<file path="config.mk">
export PLATFORM = sky130hd
export DESIGN_NAME = dequeue_agent_v1
export DESIGN_NICKNAME = d
export VERILOG_FILES = /design/src/rtl/dequeue_agent_v1.sv
export SDC_FILE = /design/constraint.sdc
export NUM_CORES = 1
export LEC_CHECK = 0
export ABC_AREA = 1
export BUFFER_PORTS_ARGS = -buffer_cell sky130_fd_sc_hd__buf_2
export CAP_MARGIN = 20
export CELL_PAD_IN_SITES_DETAIL_PLACEMENT = 1
export CELL_PAD_IN_SITES_GLOBAL_PLACEMENT = 2
export CORE_AREA = 2 2 734 736
export DETAILED_ROUTE_END_ITERATION = 6
export DIE_AREA = 0 0 736 738
export GPL_TIMING_DRIVEN = 1
export MAX_ROUTING_LAYER = met4
export PLACE_DENSITY = 0.34
export SYNTH_ARGS = -nofsm -noshare
export SYNTH_HDL_FRONTEND = slang
export SYNTH_SLANG_ARGS = --single-unit
</file>
<file path="constraint.sdc">
create_clock -name axis_aclk -period 3.1 [get_ports axis_aclk]
set_input_delay 0.31 -clock axis_aclk [delete_from_list [all_inputs] [get_ports axis_aclk]]
set_output_delay 0.31 -clock axis_aclk [all_outputs]
set_load 0.05 [all_outputs]
</file>
<file path="src/rtl/dequeue_agent_v1.sv">
`timescale 1ns/1ps
`default_nettype none
// ============================================================================
// dequeue_agent_v1 : round-robin PIFO-head dequeue, streams the selected
//                    port's packet buffer onto a single AXI4-Stream master.
// Revision 1.0
// ============================================================================

module dequeue_agent_v1 #(
  parameter int C_M_AXIS_DATA_WIDTH  = 256,
  parameter int C_M_AXIS_TUSER_WIDTH = 128,
  parameter int NUM_PORTS            = 5,
  parameter int DST_POS              = 24,
  parameter int PIFO_WAIT_MAX        = 15
) (
  input  logic                                      axis_aclk,
  input  logic                                      axis_resetn,
  input  logic [NUM_PORTS-1:0]                      s_axis_pifo_empty,
  input  logic [NUM_PORTS-1:0]                      s_axis_pifo_out_valid,
  output logic [NUM_PORTS-1:0]                      m_axis_ctl_pifo_out_en,
  input  logic [NUM_PORTS-1:0]                      s_axis_buffer_empty,
  input  logic [NUM_PORTS*C_M_AXIS_DATA_WIDTH-1:0]  s_axis_buffer_tdata,
  input  logic [NUM_PORTS*C_M_AXIS_DATA_WIDTH/8-1:0] s_axis_buffer_tkeep,
  input  logic [NUM_PORTS-1:0]                      s_axis_buffer_tlast,
  output logic [NUM_PORTS-1:0]                      m_axis_ctl_buffer_rd_en,
  output logic [C_M_AXIS_DATA_WIDTH-1:0]            m_axis_tdata,
  output logic [C_M_AXIS_DATA_WIDTH/8-1:0]          m_axis_tkeep,
  output logic [C_M_AXIS_TUSER_WIDTH-1:0]           m_axis_tuser,
  output logic                                      m_axis_tvalid,
  input  logic                                      m_axis_tready,
  output logic                                      m_axis_tlast,
  output logic                                      m_axis_ctl_deq_timeout
);

  localparam int DW     = C_M_AXIS_DATA_WIDTH;
  localparam int KW     = C_M_AXIS_DATA_WIDTH / 8;
  localparam int SEL_W  = (NUM_PORTS > 1) ? $clog2(NUM_PORTS) : 1;
  localparam int WAIT_W = $clog2(PIFO_WAIT_MAX + 1);
  localparam logic [WAIT_W-1:0] C_WAIT_LAST = WAIT_W'(PIFO_WAIT_MAX - 1);

  typedef enum logic [1:0] {
    ST_IDLE = 2'd0,
    ST_DEQ  = 2'd1,
    ST_WAIT = 2'd2,
    ST_SEND = 2'd3
  } state_t;

  state_t                r_state;
  logic [SEL_W-1:0]      r_rr;
  logic [SEL_W-1:0]      r_sel;
  logic [WAIT_W-1:0]     r_wait_cnt;
  logic [NUM_PORTS-1:0]  r_pifo_out_en;
  logic                  r_deq_timeout;

  logic [NUM_PORTS-1:0]  w_eligible;
  logic                  w_found;
  logic [SEL_W-1:0]      w_pick;
  logic [SEL_W-1:0]      w_cand;
  logic                  w_handshake;

  function automatic logic [SEL_W-1:0] next_port(input logic [SEL_W-1:0] p);
    return (p == SEL_W'(NUM_PORTS - 1)) ? '0 : p + SEL_W'(1);
  endfunction

  function automatic logic [NUM_PORTS-1:0] one_hot(input logic [SEL_W-1:0] p);
    return NUM_PORTS'(1) << p;
  endfunction

  assign w_eligible = ~s_axis_pifo_empty & ~s_axis_buffer_empty;

  // Scan all ports starting at the rr pointer; first eligible hit wins.
  always_comb begin
    w_found = 1'b0;
    w_pick  = r_rr;
    w_cand  = r_rr;
    for (int k = 0; k < NUM_PORTS; k++) begin
      if (!w_found && w_eligible[w_cand]) begin
        w_found = 1'b1;
        w_pick  = w_cand;
      end
      w_cand = next_port(w_cand);
    end
  end

  always_comb begin
    m_axis_tvalid = 1'b0;
    m_axis_tdata  = '0;
    m_axis_tkeep  = '0;
    m_axis_tlast  = 1'b0;
    m_axis_tuser  = '0;
    if (r_state == ST_SEND) begin
      m_axis_tvalid = !s_axis_buffer_empty[r_sel];
      for (int i = 0; i < NUM_PORTS; i++) begin
        if (r_sel == SEL_W'(i)) begin
          m_axis_tdata              = s_axis_buffer_tdata[i*DW +: DW];
          m_axis_tkeep              = s_axis_buffer_tkeep[i*KW +: KW];
          m_axis_tlast              = s_axis_buffer_tlast[i];
          m_axis_tuser[DST_POS+2*i] = 1'b1;
        end
      end
    end
  end

  assign w_handshake             = m_axis_tvalid && m_axis_tready;
  assign m_axis_ctl_buffer_rd_en = w_handshake ? one_hot(r_sel) : '0;
  assign m_axis_ctl_pifo_out_en  = r_pifo_out_en;
  assign m_axis_ctl_deq_timeout  = r_deq_timeout;

  always_ff @(posedge axis_aclk or negedge axis_resetn) begin
    if (!axis_resetn) begin
      r_state       <= ST_IDLE;
      r_rr          <= '0;
      r_sel         <= '0;
      r_wait_cnt    <= '0;
      r_pifo_out_en <= '0;
      r_deq_timeout <= 1'b0;
    end else begin
      r_pifo_out_en <= '0;
      r_deq_timeout <= 1'b0;
      case (r_state)
        ST_IDLE: begin
          if (w_found) begin
            r_sel         <= w_pick;
            r_pifo_out_en <= one_hot(w_pick);
            r_state       <= ST_DEQ;
          end
        end
        ST_DEQ: begin
          r_wait_cnt <= '0;
          r_state    <= ST_WAIT;
        end
        ST_WAIT: begin
          if (s_axis_pifo_out_valid[r_sel]) begin
            r_state <= ST_SEND;
          end else begin
            r_wait_cnt <= r_wait_cnt + WAIT_W'(1);
            // Give up on a silent PIFO and move past it so other ports get served.
            if (r_wait_cnt == C_WAIT_LAST) begin
              r_deq_timeout <= 1'b1;
              r_rr          <= next_port(r_sel);
              r_state       <= ST_IDLE;
            end
          end
        end
        ST_SEND: begin
          if (w_handshake && m_axis_tlast) begin
            r_rr    <= next_port(r_sel);
            r_state <= ST_IDLE;
          end
        end
        default: r_state <= ST_IDLE;
      endcase
    end
  end

endmodule

`default_nettype wire

</file>
==> key figures <==
Drt
  – Via count: 31542
  – WL per Instance: 32.1 µm
  – DRC Markers: 0
  – Post-route ant nets: 0
  – DR vias/cell: 2.60
  – Initial DRC count: 1892
  – Detailed Route WL: 389000 µm
  – DR pass1 iterations: 6

Layout
  – P&R area growth vs syn: 214%
  – Ratio of cells with drive above 1 in the final layout: 62.2%
  – # nets final: 6014

Power
  – P_leak: 15.7 nW
  – Pwr/cell area: 936 mW/mm²
  – Total power: 40.5 mW
  – Peak VDD IR: 0.000273 V

Synthesis
  – Synth top cells by count: o21ai_0 (591), nand2_1 (380), a21oi_1 (299)
  – Yosys top cell by area: o21ai_0
  – Syn Inst Count: 2455
  – Synth area leaders: o21ai_0 (22%), a22oi_1 (16%), o211ai_1 (16%), a21oi_1 (11%), nand2_1 (10%)
  – Number of enable flip-flop cells after synthesis: 0
  – Synth unique cells: 38
  – #FFs+latches synth: 18
  – Most used DFF post-synth: dfrtp_1
  – Seq/Total Area, Yosys: 3.27%
  – Ys Warns: 0
  – Synth top area share: 21.5%
  – Async S/R FF share, synth: 100%
  – Post-synthesis cell area: 0.0138 mm²
  – Most common cell in the netlist: o21ai_0
  – Syn_area_per_cell: 5.60 µm²

Worst setup path
  – Worst setup path category: reg2out
  – Max stage delay cell, worst path: dfrtp_1
  – CP arrival: 3.15 ns
  – Crit path cell chain: inv_2 -> buf_6 -> ha_4 -> inv_4 -> nand2_4 -> inv_16 -> buf_16 -> buf_16 -> buf_12 -> buf_12 -> buf_12 -> buf_12 -> buf_12 -> a22oi_2 -> o211ai_1 -> o21ai_2 -> buf_6 -> a21oi_2 -> buf_4 -> buf_12
  – Most frequent CP cell: buf_12
  – CP endpoint kind: output pin
  – Critical path launch point type: flop
  – Slowest stage delay, CP: 0.40 ns
  – WP data required: 2.79 ns
  – Critical-path maximum fanout: 5

Clocking
  – Worst-skew pair later-pin latency: 0.26 ns
  – Largest buffer count on any clock path: 2
  – CTS Buf Count: 3
  – TritonCTS clock tree: done
  – Clock Tree Root: clkbuf_16
  – Clk slew on worst S/H paths: 0.06 ns
  – H-tree depth reported by CTS: 1
  – # hold bufs at CTS: 0
  – Clock Sinks: 18

Timing
  – Max_slew headroom: 45.7%
  – Max Clock Skew: 0.00482 ns
  – Final setup viols: 218
  – Worst slew pin tran: 0.807 ns
  – Worst hold margin: 0.00763 ns
  – Final Hold Viols: 0
  – Slew Limit Fails: 0
  – Final worst slack: -0.359 ns
  – Peak Freq: 289 MHz
  – Final Critical Period: 3.46 ns
  – RSZ-0062 raised after global routing: yes
  – Period utilization: 112%

Placed design
  – IO buf count: 1768
  – HPWL Detailed: 350000 µm
  – RePlAce Congestion: 0.966

GRT
  – Initial antenna violation count: 516
  – First-pass GRT wire length: 453000 µm
  – Grt total ovfl: 0
  – Vias in the first global route: 31094
  – Tot GR Track Use: 13.9%
  – Largest net degree at the start of global routing: 82

Die
  – Top Ports: 1892
  – Die ar.: 0.543 mm²
  – Initial Util: 2.57%
  – FP Rows: 269
  – Die Y: 738 µm
  – Core Footprint: 0.535 mm²
  – Die X: 736 µm

Hold path
  – Hold/Removal Path Class: in2async

Run status
  – Failing checks: negative setup slack
  – Status: finished with violations

Job
  – Max cap viols: 0
## cell families (layout without fill, tap and decap cells)
logic type      Yosys count  count (layout)  synth area share (%)
simple gates            481             481                  14.6
fa+ha+maj                17              17                  1.55
xor+xnor                  3               3                 0.191
other cells               1             664                0.0273
compound gates         1474            1474                  64.4
flops                    18              18                  3.27
buf+inv                 461            2417                  16.0
## registers in the layout (all words and copies together) (netlist names)
signal	count
r_rr	3
r_wait_cnt	4
m_axis_ctl_pifo_out_en	5
r_state	2
r_sel	3
m_axis_ctl_deq_timeout	1
## layout make-up
cell class	instances	area, µm²
fillers	64592	492000
repair buffers	2360	18500
multi-input cells	2098	13700
well taps	7046	8820
diodes	541	1350
flip-flops and latches	18	452
inverters	52	300
clock buffers	4	88.8
repair inverters	1	30.0
## placed cells by master, fill, tap and decap left out, types with 43 or more instances in the layout
cell,synthesis,final
diode_2,0,541
o21ai_0,591,371
nand2_1,380,366
o21ai_1,3,115
a21oi_2,0,120
a22oi_1,287,147
buf_2,1,1513
conb_1,1,123
a22oi_2,0,140
buf_4,123,419
buf_16,0,43
buf_6,0,121
o211ai_1,287,287
o21ai_2,0,90
a21oi_1,299,158
buf_12,0,219
## layer usage
metal,GRT usage [%],vias up,part of all wire (%),routed length [µm]
met4,0.797,0,1.7,6490
met1,15.6,15042,40,157000
met2,21.5,2142,43,168000
met5,-,-,0,0
li1,-,13839,-,-
met3,8.96,519,15,57000
## power by group
| group | internal, mW | total [mW] | switching, mW |
|---|---|---|---|
| registers | 0.316 | 0.385 | 0.0688 |
| logic | 15.8 | 39.8 | 24.0 |
| clock network | 0.197 | 0.298 | 0.101 |
| total | 16.3 | 40.5 | 24.2 |
## final timing paths
check                               from               end  slack (ns)  cells past startpoint
min in group axis_aclk     m_axis_tready        r_state[0]        0.51                      5
max in group asynchronous    axis_resetn          r_sel[2]        2.74                      1
setup / recovery                r_sel[1]  m_axis_tdata[62]       -0.36                     20
setup reg to reg                r_sel[1]           r_rr[2]        0.05                     23
hold reg to reg            r_wait_cnt[3]     r_wait_cnt[3]        0.54                      2
hold / removal               axis_resetn          r_sel[1]       0.008                      1
## timing repair
item | 4_1_cts | 5_1_grt
resized for setup | 690 | 480
buffers inserted | 129 | 55
gates cloned | 27 | 5
setup endpoints to repair | 294 | 301
pin swaps | 144 | 219
## stage by stage
step / TNS, ns / setup slack [ns] / cells / instance area [µm²] / util [%]
2_1_floorplan: 0 / 0.0420 / 2577 / 14200 / -
3_3_place_gp: -62.24 / -1.26 / 11399 / 35900 / 6.71
3_5_place_dp: -52.59 / -1.20 / 11400 / 35900 / 6.71
4_1_cts: -33.88 / -0.394 / 11548 / 40100 / 7.49
5_1_grt: -58.20 / -0.426 / 12093 / 43200 / 8.07
6_report: -23.60 / -0.359 / 12120 / 43200 / 8.08
## worst max-delay path: cells and delay by family, from the launching register on
family | cells | cell delay (ns)
fa+ha+maj | 1 | 0.17
compound gates | 4 | 0.41
buf+inv | 14 | 1.70
simple gates | 1 | 0.11
flops | 1 | 0.40
No activity file was read; power rests on OpenSTA's default activity.
